==> src/rtl/core_pkg.sv <==
// Shared constants and state encoding for the Core address sequencer.
// Both the sequencer top and its rate divider import this package.
package core_pkg;

  localparam int ADDR_W = 11;
  localparam int DIV_W  = 16;

  // 2'd3 is unused and recovers to IDLE in the FSM.
  typedef enum logic [1:0] {
    IDLE   = 2'd0,
    RUN    = 2'd1,
    FINISH = 2'd2
  } state_t;

  // Reload value for the divider: a programmed rate of 0 behaves like 1.
  function automatic logic [DIV_W-1:0] div_period_m1(input logic [DIV_W-1:0] rate);
    return (rate == '0) ? '0 : rate - 1'b1;
  endfunction

endpackage

==> src/rtl/core_rate_div.sv <==
// Loadable down-counter that ticks once every (period_m1 + 1) enabled cycles.
// The tick marks the last cycle of the current address hold period.
module core_rate_div
  import core_pkg::*;
(
  input  logic             clk,
  input  logic             rst,
  input  logic             i_load,
  input  logic [DIV_W-1:0] i_period_m1,
  input  logic             i_en,
  output logic             o_tick
);

  logic [DIV_W-1:0] r_count;
  logic [DIV_W-1:0] r_reload;

  // NOTE: sequential state uses non-blocking assignments only, and the
  // synchronous reset sits inside the clocked block as the first branch.
  always_ff @(posedge clk) begin
    if (rst) begin
      r_count  <= '0;
      r_reload <= '0;
    end else if (i_load) begin
      r_count  <= i_period_m1;
      r_reload <= i_period_m1;
    end else if (i_en) begin
      if (r_count == '0) r_count <= r_reload;
      else               r_count <= r_count - 1'b1;
    end
  end

  assign o_tick = i_en && (r_count == '0);

endmodule

==> src/rtl/core_addr_sequencer.sv <==
// Playback controller driving Core's en/addr: steps a captured address range
// at a programmable rate, optionally looping, with start/busy/done handshake.
module core_addr_sequencer
  import core_pkg::*;
(
  input  logic              clk,
  input  logic              rst,
  input  logic              start,
  input  logic              stop,
  input  logic              loop_en,
  input  logic [ADDR_W-1:0] base_addr,
  input  logic [ADDR_W-1:0] last_addr,
  input  logic [DIV_W-1:0]  rate_div,
  output logic              en,
  output logic [ADDR_W-1:0] addr,
  output logic              busy,
  output logic              done,
  output logic              wrap
);

  state_t            r_state;
  logic              r_pend;
  logic [ADDR_W-1:0] r_base;
  logic [ADDR_W-1:0] r_last;
  logic              r_loop;
  logic              r_en;
  logic [ADDR_W-1:0] r_addr;
  logic              r_busy;
  logic              r_done;
  logic              r_wrap;

  logic              w_load;
  logic              w_run;
  logic              w_tick;
  logic [DIV_W-1:0]  w_period_m1;

  // Config is captured on the start edge; outputs go live one edge later.
  assign w_load      = (r_state == IDLE) && !r_pend && start;
  assign w_run       = (r_state == RUN);
  assign w_period_m1 = div_period_m1(rate_div);

  core_rate_div u_rate_div (
    .clk         (clk),
    .rst         (rst),
    .i_load      (w_load),
    .i_period_m1 (w_period_m1),
    .i_en        (w_run),
    .o_tick      (w_tick)
  );

  always_ff @(posedge clk) begin
    if (rst) begin
      r_state <= IDLE;
      r_pend  <= 1'b0;
      r_base  <= '0;
      r_last  <= '0;
      r_loop  <= 1'b0;
      r_en    <= 1'b0;
      r_addr  <= '0;
      r_busy  <= 1'b0;
      r_done  <= 1'b0;
      r_wrap  <= 1'b0;
    end else begin
      r_done <= 1'b0;
      r_wrap <= 1'b0;
      case (r_state)
        IDLE: begin
          if (r_pend) begin
            r_pend  <= 1'b0;
            r_addr  <= r_base;
            r_en    <= 1'b1;
            r_busy  <= 1'b1;
            r_state <= RUN;
          end else if (start) begin
            r_pend <= 1'b1;
            r_base <= base_addr;
            r_last <= last_addr;
            r_loop <= loop_en;
          end
        end
        RUN: begin
          if (stop) begin
            r_en    <= 1'b0;
            r_done  <= 1'b1;
            r_state <= FINISH;
          end else if (w_tick) begin
            if (r_addr == r_last) begin
              if (r_loop) begin
                r_addr <= r_base;
                r_wrap <= 1'b1;
              end else begin
                r_en    <= 1'b0;
                r_done  <= 1'b1;
                r_state <= FINISH;
              end
            end else begin
              r_addr <= r_addr + 1'b1;
            end
          end
        end
        FINISH: begin
          r_busy  <= 1'b0;
          r_state <= IDLE;
        end
        default: begin
          r_state <= IDLE;
          r_pend  <= 1'b0;
          r_en    <= 1'b0;
          r_busy  <= 1'b0;
        end
      endcase
    end
  end

  assign en   = r_en;
  assign addr = r_addr;
  assign busy = r_busy;
  assign done = r_done;
  assign wrap = r_wrap;

endmodule
==> config.mk <==
export PLATFORM = sky130hd
export DESIGN_NAME = core_addr_sequencer
export DESIGN_NICKNAME = d
export VERILOG_FILES = /design/src/rtl/core_pkg.sv /design/src/rtl/core_rate_div.sv /design/src/rtl/core_addr_sequencer.sv
export SDC_FILE = /design/constraint.sdc
export NUM_CORES = 1
export LEC_CHECK = 0
export CAP_MARGIN = 20
export CORE_ASPECT_RATIO = 1.1
export CORE_MARGIN = 4
export CORE_UTILIZATION = 59
export DETAILED_ROUTE_END_ITERATION = 8
export PLACE_DENSITY_LB_ADDON = 0.2
export SLEW_MARGIN = 5
export SYNTH_ARGS = -nofsm -noshare
export SYNTH_HDL_FRONTEND = slang
export SYNTH_HIERARCHICAL = 1
export SYNTH_SLANG_ARGS = --single-unit
export TNS_END_PERCENT = 10
==> constraint.sdc <==
create_clock -name clk -period 4.3 [get_ports clk]
set_clock_uncertainty 0.2 [all_clocks]
set_input_delay 0.86 -clock clk [delete_from_list [all_inputs] [get_ports clk]]
set_output_delay 0.86 -clock clk [all_outputs]
set_load 0.05 [all_outputs]
==> results of run 1 <==
==> cells in the mapped netlist, types with 7 or more instances <==
| cell type | number |
|---|---|
| nor4_1 | 9 |
| o32ai_1 | 11 |
| ha_1 | 9 |
| o21ai_0 | 14 |
| nor3_1 | 15 |
| or3_1 | 10 |
| or4_1 | 7 |
| nand2b_1 | 7 |
| a21oi_1 | 38 |
| xnor2_1 | 8 |
| nand2_1 | 64 |
| xor2_1 | 16 |
| nor2_1 | 51 |
| inv_1 | 23 |
| mux2i_1 | 26 |
| o31ai_1 | 8 |
| o22ai_1 | 8 |
| clkbuf_1 | 21 |
| a211oi_1 | 9 |
| and3_1 | 7 |
| dfxtp_1 | 73 |
| a22oi_1 | 11 |
==> kinds of logic (layout without fill, tap and decap cells) <==
kind of cell	count (synthesis)	in the layout	share of synthesized area, %
AND/OR/NAND/NOR	213	213	26.2
AO/OA/AOI/OAI	123	123	19.5
flip-flops	73	73	34.8
buffers and inverters	52	106	4.77
multiplexers	29	29	7.00
XOR/XNOR	24	24	5.01
adder cells (fa/ha/maj)	9	9	2.68
==> where the power goes <==
| part | switching, mW | internal [mW] | total [mW] | leakage, nW |
|---|---|---|---|---|
| combinational | 0.951 | 0.648 | 1.60 | 1.22 |
| clock | 0.261 | 0.338 | 0.600 | 0.104 |
| sequential | 0.168 | 0.828 | 0.997 | 0.598 |
| total | 1.38 | 1.82 | 3.20 | 1.92 |
==> routing by layer <==
layer / GRT usage, % / up-vias
li1: - / 1998
met1: 28.7 / 1931
met2: 47.7 / 157
met3: 5.17 / 24
met4: 12.2 / 0
met5: 0 / -
==> critical path, cell delays in order <==
cell,delay (ns)
clkdlybuf4s50_1,0.45
or4_4,0.59
or4_4,0.53
or3_4,0.36
nor3_2,0.12
mux2_1,0.35
nand2_1,0.09
a21o_1,0.13
o31ai_1,0.06
==> worst paths after layout <==
check,endpoint,cells past startpoint,start,slack [ns]
worst max-delay path,u_rate_div/r_count[15],9,rate_div[4],0.80
worst min-delay path,r_base[9],2,r_base[9],0.26
worst max register to register,addr[4],7,u_rate_div/r_count[7],1.03
worst min register to register,r_base[9],2,r_base[9],0.26
==> through the flow <==
step / power [mW] / worst slack (ns) / hold WS (ns) / instances / util (%)
2_1_floorplan: 2.17 / 1.05 / 0.234 / 523 / -
3_3_place_gp: 2.52 / 0.519 / 0.244 / 647 / 69.6
3_5_place_dp: 2.57 / 0.451 / 0.247 / 647 / 69.6
4_1_cts: 3.18 / 0.834 / 0.260 / 662 / 72.7
5_1_grt: 3.41 / 0.754 / 0.279 / 662 / 72.7
6_report: 3.20 / 0.798 / 0.260 / 662 / 72.7
==> final cells by class <==
type	instances	area, µm²	area share, %
inverter	23	86.3	1.70
sequential	73	1460	28.9
timing repair buffer	68	648	12.8
clock buffer	10	138	2.72
multi-input combinational	398	2540	50.2
tap	85	106	2.10
clock inverter	5	80.1	1.58
==> state kept, by name, indices dropped and copies added, names as in the netlist <==
name,count
u_rate_div/r_count,16
u_rate_div/r_reload,16
addr,11
r_base,11
r_last,11
r_state,2
busy,1
done,1
en,1
r_loop,1
r_pend,1
wrap,1
==> reports/metrics.cfg, run 1 <==
[pwr]
p_per_area_nw_per_um2=631
peakVddDrop_uv=309
p_leak_nw=1.92

[floorplan]
rows=32
design.die.area_um2=8530
die_w_um=88.4
core_um2=6970
start_util_pct=60.3
ioPinCount=58
die_h_um=96.5

[cells_and_area]
layout_common_cells=dfxtp_1 (73), nand2_1 (64), clkdlybuf4s50_1 (56)
antennaDiodeCount=0
drive_gt1_share_pct=8.49
layout_commonest_cell=dfxtp_1
fillerInstances=555
postLayoutCellArea_um2=5060
nNetsFinal=625
syn_to_final_growth_pct=20.6

[clock_network]
numCtsBuffers=9
htree_levels=3
hold_buffers=0
cts_tree=yes
clk_latency_ns=0.36
post_cts_buffers=0
cts_max_path_buffers=2
cts_resized=0
cts_root_buf=clkbuf_8
cts_sinks=73
clkTransAtPathRegs_ns=0.08

[global_routing]
grt_pass1_wl_um=17600
grt_antenna_before_repair=0
grt_pass1_vias=3974
track_usage_pct=26.1
overflow=0
grt_max_degree=46

[synthesis]
netlist.area_leader.share_pct=34.8
ys_seq_elements=73
synth_cell_type_count=55
synth_seq_area_share_pct=34.8
yosys_warnings=6
syn_area_um2=4200
async_flop_share_pct=0
synth_area_leaders=dfxtp_1 (35%), mux2i_1 (6.2%), nand2_1 (5.7%)
synth-edff-count=0
netlist_instances=523
netlist.top_cell.by_area=dfxtp_1
synth_ff_type=dfxtp_1
synth_area_per_cell_um2=8.03
synth_nets=575

[worst_setup_path]
start_kind=primary input
cp-end-kind=flop
arrival_ns=3.54
worstPathMaxFanout=5
crit_required_ns=4.34
worstSetupPathType=in2reg

[sta]
period_share_pct=81.4
rsz0062_at_grt=no
relSlewSlack_pct=53.0
drv_slew=0
fmax_mhz=286
fin_setup_tns_ns=0
final-hold-violation-count=0
tightest_slew_ns=0.700
setup_violations=0
finalCriticalPeriod_ns=3.50

[route]
dr_wl_met2_um=5550
ant_nets=0
finalWirelength_um=10900
remaining_drc_errors=0
dr.pass1.iters=4
met3_length_um=647
drtIter0Drc=198
wirelength_met1_um=4420
vias_per_cell=6.21
maxUsedRoutingLayer=met4
wl_per_cell_um=16.4
vias=4110

[place]
dpl.hpwl_um=7700
place_congestion=0.907
portBuffers=57
placed_cell_area_um2=4850

[worst_hold_path]
worstHoldPathType=reg2reg

[run]
cap_viol_max_count=0

[status]
status=finished, final reports clean

Power figures use the tool's default switching activity.
==> inputs of run 2 (changes only) <==
CORE_UTILIZATION = 55   (was 59)
clock period = 3.4 ns   (was 4.3 ns; I/O delays follow)
==> reports/metrics.cfg, run 2 (synthesized netlist as in run 1, its figures left out) <==
[status]
status=finished, final reports clean  ; unchanged

[pwr]
p_sw_share_pct=42.1  ; was 43.2%
switchingPower_mw=1.72  ; was 1.38 mW
combPwrFrac_pct=50.7  ; was 50.0%
power_frac_seq_pct=30.8  ; was 31.2%
p_clk_share_pct=18.5  ; was 18.8%
p_leak_nw=1.99  ; was 1.92 nW
finalPower_mw=4.08  ; was 3.20 mW
p_int_mw=2.36  ; was 1.82 mW
p_per_area_nw_per_um2=790  ; was 631 nW/µm²
peakVddDrop_uv=356  ; was 309 µV

[floorplan]
design.die.area_um2=9100  ; was 8530 µm²
core_um2=7430  ; was 6970 µm²
ioPinCount=58  ; unchanged
die_h_um=99.6  ; was 96.5 µm
start_util_pct=56.5  ; was 60.3%
die_w_um=91.3  ; was 88.4 µm
rows=33  ; was 32

[sta]
relSlewSlack_pct=54.5  ; was 53.0%
fin_ws_ns=0.225  ; was 0.798 ns
finalCriticalPeriod_ns=3.18
fmax_mhz=315
setup_violations=0  ; unchanged
drv_slew=0  ; unchanged
final-hold-violation-count=0  ; unchanged
tightest_slew_ns=0.681  ; was 0.700 ns
rsz0062_at_grt=no  ; unchanged
period_share_pct=93.4

[worst_setup_path]
cp-end-kind=flop  ; unchanged
worstPathMaxFanout=2  ; was 5
crit_required_ns=3.43  ; was 4.34 ns
rr_startpoint=u_rate_div/r_count[0]  ; was u_rate_div/r_count[7]
rr_worst_depth=10  ; was 7
arrival_ns=3.21  ; was 3.54 ns
worstSetupPathType=in2reg  ; unchanged
start_kind=primary input  ; unchanged
regToRegSetupSlack_ns=0.31  ; was 1.03 ns
r2r_end=r_state[1]  ; was addr[4]

[route]
remaining_drc_errors=0  ; unchanged
drtIter0Drc=152  ; was 198
finalWirelength_um=10600  ; was 10900 µm
wl_per_cell_um=15.7  ; was 16.4 µm
vias=4050  ; was 4110
vias_per_cell=5.97  ; was 6.21
dr.pass1.iters=4  ; unchanged
ant_nets=0  ; unchanged

[cells_and_area]
nNetsFinal=638  ; was 625
syn_to_final_growth_pct=23.1  ; was 20.6%
antennaDiodeCount=0  ; unchanged
layout_commonest_cell=dfxtp_1  ; unchanged
final_cells=678  ; was 662
top_regs=u_rate_div/r_count (16), u_rate_div/r_reload (16)  ; unchanged
layout_common_cells=dfxtp_1 (73), nand2_1 (64), clkdlybuf4s50_1 (56)  ; unchanged
drive_gt1_share_pct=10.3  ; was 8.49%

[clock_network]
cts_sinks=73  ; unchanged
htree_levels=3  ; unchanged
cts_tree=yes  ; unchanged
cts_max_path_buffers=2  ; unchanged
cts_resized=0  ; unchanged
clk_latency_ns=0.34  ; was 0.36 ns
numCtsBuffers=9  ; unchanged
cts_root_buf=clkbuf_8  ; unchanged
clkTransAtPathRegs_ns=0.08  ; about the same
post_cts_buffers=0  ; unchanged
hold_buffers=0  ; unchanged

[worst_hold_path]
hold_end=r_base[8]  ; was r_base[9]
worstHoldPathType=reg2reg  ; unchanged
holdPathStages=2  ; unchanged
min_from=r_base[8]  ; was r_base[9]

[global_routing]
grt_pass1_wl_um=17900  ; was 17600 µm
grt_pass1_vias=3977  ; was 3974
grt_max_degree=34  ; was 46
overflow=0  ; unchanged
grt_antenna_before_repair=0  ; unchanged
track_usage_pct=24.0  ; was 26.1%

[place]
portBuffers=57  ; unchanged
dpl.cell_count=662  ; was 647
dpl.hpwl_um=7880  ; was 7700 µm
place_congestion=0.952  ; was 0.907
dpl_worst_slack_ns=-0.138  ; was 0.451 ns

[run]
cap_viol_max_count=0  ; unchanged

run 2: cell count changes in the layout (fill, tap and decap cells not counted):
cell	previous run	this run
buf_4	11	24
clkinv_2	1	0
clkinvlp_4	2	1
clkinv_4	0	1
clkbuf_1	0	2
run 2: worst max-delay path, stage by stage:
cell and delay [ns]:
clkdlybuf4s50_1 0.43, or4_4 0.54, or4_4 0.49, or3_4 0.35
nor3_2 0.12, mux2_1 0.34, nand2_1 0.08, a21o_1 0.12
o31ai_1 0.06
run 2: through the flow:
step	cell area, µm²	utilization [%]	setup TNS (ns)	hold slack (ns)
6_report	5170	69.5	0	0.260
3_3_place_gp	4950	66.5	-0.0930	0.247
4_1_cts	5170	69.5	0	0.264
2_1_floorplan	4200	-	0	0.234
3_5_place_dp	4950	66.5	-0.223	0.253
5_1_grt	5170	69.5	0	0.293
run 2: metal layers:
metal | track usage (%) | part of all wire [%]
met4 | 8.24 | 1.3
met5 | 0 | 0
met2 | 45.1 | 53
met1 | 26.2 | 41
met3 | 5.60 | 5.0
run 2: worst max path at each step:
stage	start	endpoint
2_1_floorplan	rate_div[4]	u_rate_div/r_count[8]
3_3_place_gp	rate_div[4]	u_rate_div/r_count[15]
3_5_place_dp	rate_div[4]	u_rate_div/r_count[15]
4_1_cts	rate_div[4]	u_rate_div/r_count[15]
5_1_grt	u_rate_div/r_count[0]	r_state[1]
6_report	rate_div[4]	u_rate_div/r_count[15]
run 2: power groups by stage:
stage | Clock (mW) | Sequential [mW] | Combinational (mW)
after global placement | 0 | 1.26 | 2.00
after detailed placement | 0 | 1.27 | 2.05
after floorplan | 0 | 1.32 | 1.42
after global routing | 0.812 | 1.28 | 2.28
after CTS | 0.772 | 1.25 | 2.06
final | 0.755 | 1.26 | 2.07
run 2: area by class of cell:
cell class	instances	area, µm²
clock buffer	12	145
clock inverter	4	76.3
fill	607	2260
inverter	23	86.3
multi-input combinational	398	2540
sequential	73	1460
tap	87	109
timing repair buffer	81	746
==> inputs of run 3 (changes only) <==
CORE_UTILIZATION = 54   (was 55)
SYNTH_HIERARCHICAL = default   (was 1)
==> reports/metrics.cfg, run 3 <==
[floorplan]
core_um2=7050  ; was 7430 µm²
rows=32  ; was 33
start_util_pct=55.6  ; was 56.5%
design.die.area_um2=8690  ; was 9100 µm²
die_w_um=89.3  ; was 91.3 µm
die_h_um=97.4  ; was 99.6 µm
ioPinCount=58  ; unchanged

[global_routing]
overflow=0  ; unchanged
grt_max_degree=41  ; was 34
grt_antenna_before_repair=0  ; unchanged
track_usage_pct=23.5  ; was 24.0%
grt_pass1_vias=3616  ; was 3977
grt_pass1_wl_um=16200  ; was 17900 µm

[cells_and_area]
nNetsFinal=603  ; was 638
layout_common_cells=nand2_1 (77), dfxtp_1 (73), a21oi_1 (68)  ; was dfxtp_1 (73), nand2_1 (64), clkdlybuf4s50_1 (56)
antennaDiodeCount=0  ; unchanged
drive_gt1_share_pct=7.89  ; was 10.3%
top_regs=u_rate_div.r_count (16), u_rate_div.r_reload (16)  ; was u_rate_div/r_count (16), u_rate_div/r_reload (16)
syn_to_final_growth_pct=21.0  ; was 23.1%
final_cells=643  ; was 678
layout_commonest_cell=nand2_1  ; was dfxtp_1
postLayoutCellArea_um2=4740  ; was 5170 µm²

[route]
remaining_drc_errors=0  ; unchanged
vias_per_cell=5.80  ; was 5.97
drtIter0Drc=172  ; was 152
finalWirelength_um=9920  ; was 10600 µm
ant_nets=0  ; unchanged
dr.pass1.iters=4  ; unchanged
vias=3728  ; was 4050
wl_per_cell_um=15.4  ; was 15.7 µm

[sta]
finalCriticalPeriod_ns=2.65  ; was 3.18 ns
drv_slew=0  ; unchanged
fmax_mhz=378  ; was 315 MHz
fin_setup_tns_ns=0  ; unchanged
tightest_slew_ns=0.638  ; was 0.681 ns
fin_ws_ns=0.752  ; was 0.225 ns
final-hold-violation-count=0  ; unchanged
relSlewSlack_pct=57.4  ; was 54.5%
period_share_pct=77.9  ; was 93.4%
rsz0062_at_grt=no  ; unchanged
setup_violations=0  ; unchanged

[worst_setup_path]
worstPathMaxFanout=10  ; was 2
worstSetupPathType=in2reg  ; unchanged
rr_startpoint=r_state[1]  ; was u_rate_div/r_count[0]
arrival_ns=2.68  ; was 3.21 ns
cp-end-kind=flop  ; unchanged
start_kind=primary input  ; unchanged
crit_required_ns=3.43  ; about the same
rr_worst_depth=8  ; was 10
regToRegSetupSlack_ns=0.86  ; was 0.31 ns
r2r_end=addr[9]  ; was r_state[1]

[worst_hold_path]
hold_end=r_base[4]  ; was r_base[8]
holdPathStages=2  ; unchanged
min_from=r_base[4]  ; was r_base[8]
worstHoldPathType=reg2reg  ; unchanged

[place]
dpl.cell_count=627  ; was 662
place_congestion=0.914  ; was 0.952
placed_cell_area_um2=4560  ; was 4950 µm²
portBuffers=57  ; unchanged
dpl.hpwl_um=7260  ; was 7880 µm
dpl_worst_slack_ns=0.378  ; was -0.138 ns

[clock_network]
numCtsBuffers=9  ; unchanged
cts_tree=yes  ; unchanged
cts_root_buf=clkbuf_8  ; unchanged
cts_resized=0  ; unchanged
cts_sinks=73  ; unchanged
cts_max_path_buffers=2  ; unchanged
htree_levels=3  ; unchanged
clk_latency_ns=0.36  ; was 0.34 ns
hold_buffers=0  ; unchanged
post_cts_buffers=0  ; unchanged
clkTransAtPathRegs_ns=0.07  ; was 0.08 ns

[run]
cap_viol_max_count=0  ; unchanged

[synthesis]
synthMuxAreaShare_pct=2.87  ; was 7.00%
yosys-top-cells-count=nand2_1 (77), dfxtp_1 (73), a21oi_1 (68)  ; was dfxtp_1 (73), nand2_1 (64), nor2_1 (51)
synth_ff_type=dfxtp_1  ; unchanged
synthAdderAreaFrac_pct=2.23  ; was 2.68%
synth_area_per_cell_um2=7.80  ; was 8.03 µm²
synth_nets=553  ; was 575
syn_area_um2=3920  ; was 4200 µm²
synth_seq_area_share_pct=37.3  ; was 34.8%
synth_cell_type_count=53  ; was 55
yosys.area_share.xor_xnor_pct=6.92  ; was 5.01%
synth-edff-count=0  ; unchanged
synth-compound-area-share_pct=19.8  ; was 19.5%
synth.most_common_cell=nand2_1  ; was dfxtp_1
netlist.area_leader.share_pct=37.3  ; was 34.8%
yosys_warnings=0  ; was 6
synth_top_family_by_area=simple AND/OR/NAND/NOR gates  ; unchanged
async_flop_share_pct=0  ; unchanged
ys_seq_elements=73  ; unchanged
synth_area_leaders=dfxtp_1 (37%), a21oi_1 (8.7%), nand2_1 (7.4%)  ; was dfxtp_1 (35%), mux2i_1 (6.2%), nand2_1 (5.7%)
synth_simple_gate_area_share_pct=25.8  ; was 26.2%
netlist_instances=503  ; was 523
netlist.top_cell.by_area=dfxtp_1  ; unchanged

[pwr]
p_leak_nw=1.78  ; was 1.99 nW
p_per_area_nw_per_um2=862  ; was 790 nW/µm²
peakVddDrop_uv=409  ; was 356 µV
finalPower_mw=4.09  ; was 4.08 mW

[status]
status=finished, final reports clean  ; unchanged

==> run 3: cell types whose count changed in the layout (fill, tap and decap cells not counted), sizes merged, moves of 12 or more <==
cell   previous run  this run
nand2            64        77
mux2i            26         9
buf              25        13
a21oi            38        68
==> run 3: final cells by class <==
cell class                 instances  area [µm²]
sequential                        73        1460
tap                               85         106
multi-input combinational        381        2260
clock inverter                     5        56.3
clock buffer                      11         131
inverter                          19        71.3
timing repair buffer              69         656
fill                             614        2300
==> run 3: stage by stage <==
stage | hold WS, ns | util (%)
2_1_floorplan | 0.232 | -
5_1_grt | 0.273 | 67.3
3_5_place_dp | 0.251 | 64.7
3_3_place_gp | 0.243 | 64.7
6_report | 0.259 | 67.3
4_1_cts | 0.261 | 67.3
==> run 3: cell families after synthesis <==
family,Yosys count
xor+xnor,31
mux,11
compound gates,125
buf+inv,49
flops,73
fa+ha+maj,7
simple gates,207
==> run 3: power breakdown <==
part | internal (mW) | switching [mW]
sequential | 1.08 | 0.232
combinational | 0.847 | 1.27
clock | 0.338 | 0.329
total | 2.26 | 1.83
==> run 3: metal layers <==
| metal | GRT usage, % | up-vias | wire (µm) |
|---|---|---|---|
| li1 | - | 1864 | - |
| met1 | 26.3 | 1741 | 4040 |
| met2 | 41.1 | 96 | 5060 |
| met3 | 5.17 | 27 | 447 |
| met4 | 10.9 | 0 | 370 |
| met5 | 0 | - | 0 |
==> run 3: worst max path at each step <==
stage                             end    startpoint  cells past startpoint  slack [ns]
2_1_floorplan                addr[10]       addr[0]                      7        0.93
3_3_place_gp    u_rate_div.r_count[5]  rate_div[12]                      7        0.42
3_5_place_dp   u_rate_div.r_count[13]  rate_div[12]                      7        0.38
4_1_cts        u_rate_div.r_count[13]  rate_div[12]                      7        0.75
5_1_grt        u_rate_div.r_count[13]   rate_div[2]                      7        0.61
6_report       u_rate_div.r_count[13]  rate_div[12]                      7        0.75
==> run 3: worst max-delay path, cell delays in order <==
cell and delay (ns):
clkdlybuf4s50_1 0.45, or4_1 0.56, or3_4 0.38, o21ai_4 0.28, nor2_1 0.12, a21oi_1 0.14, nor3_1 0.06
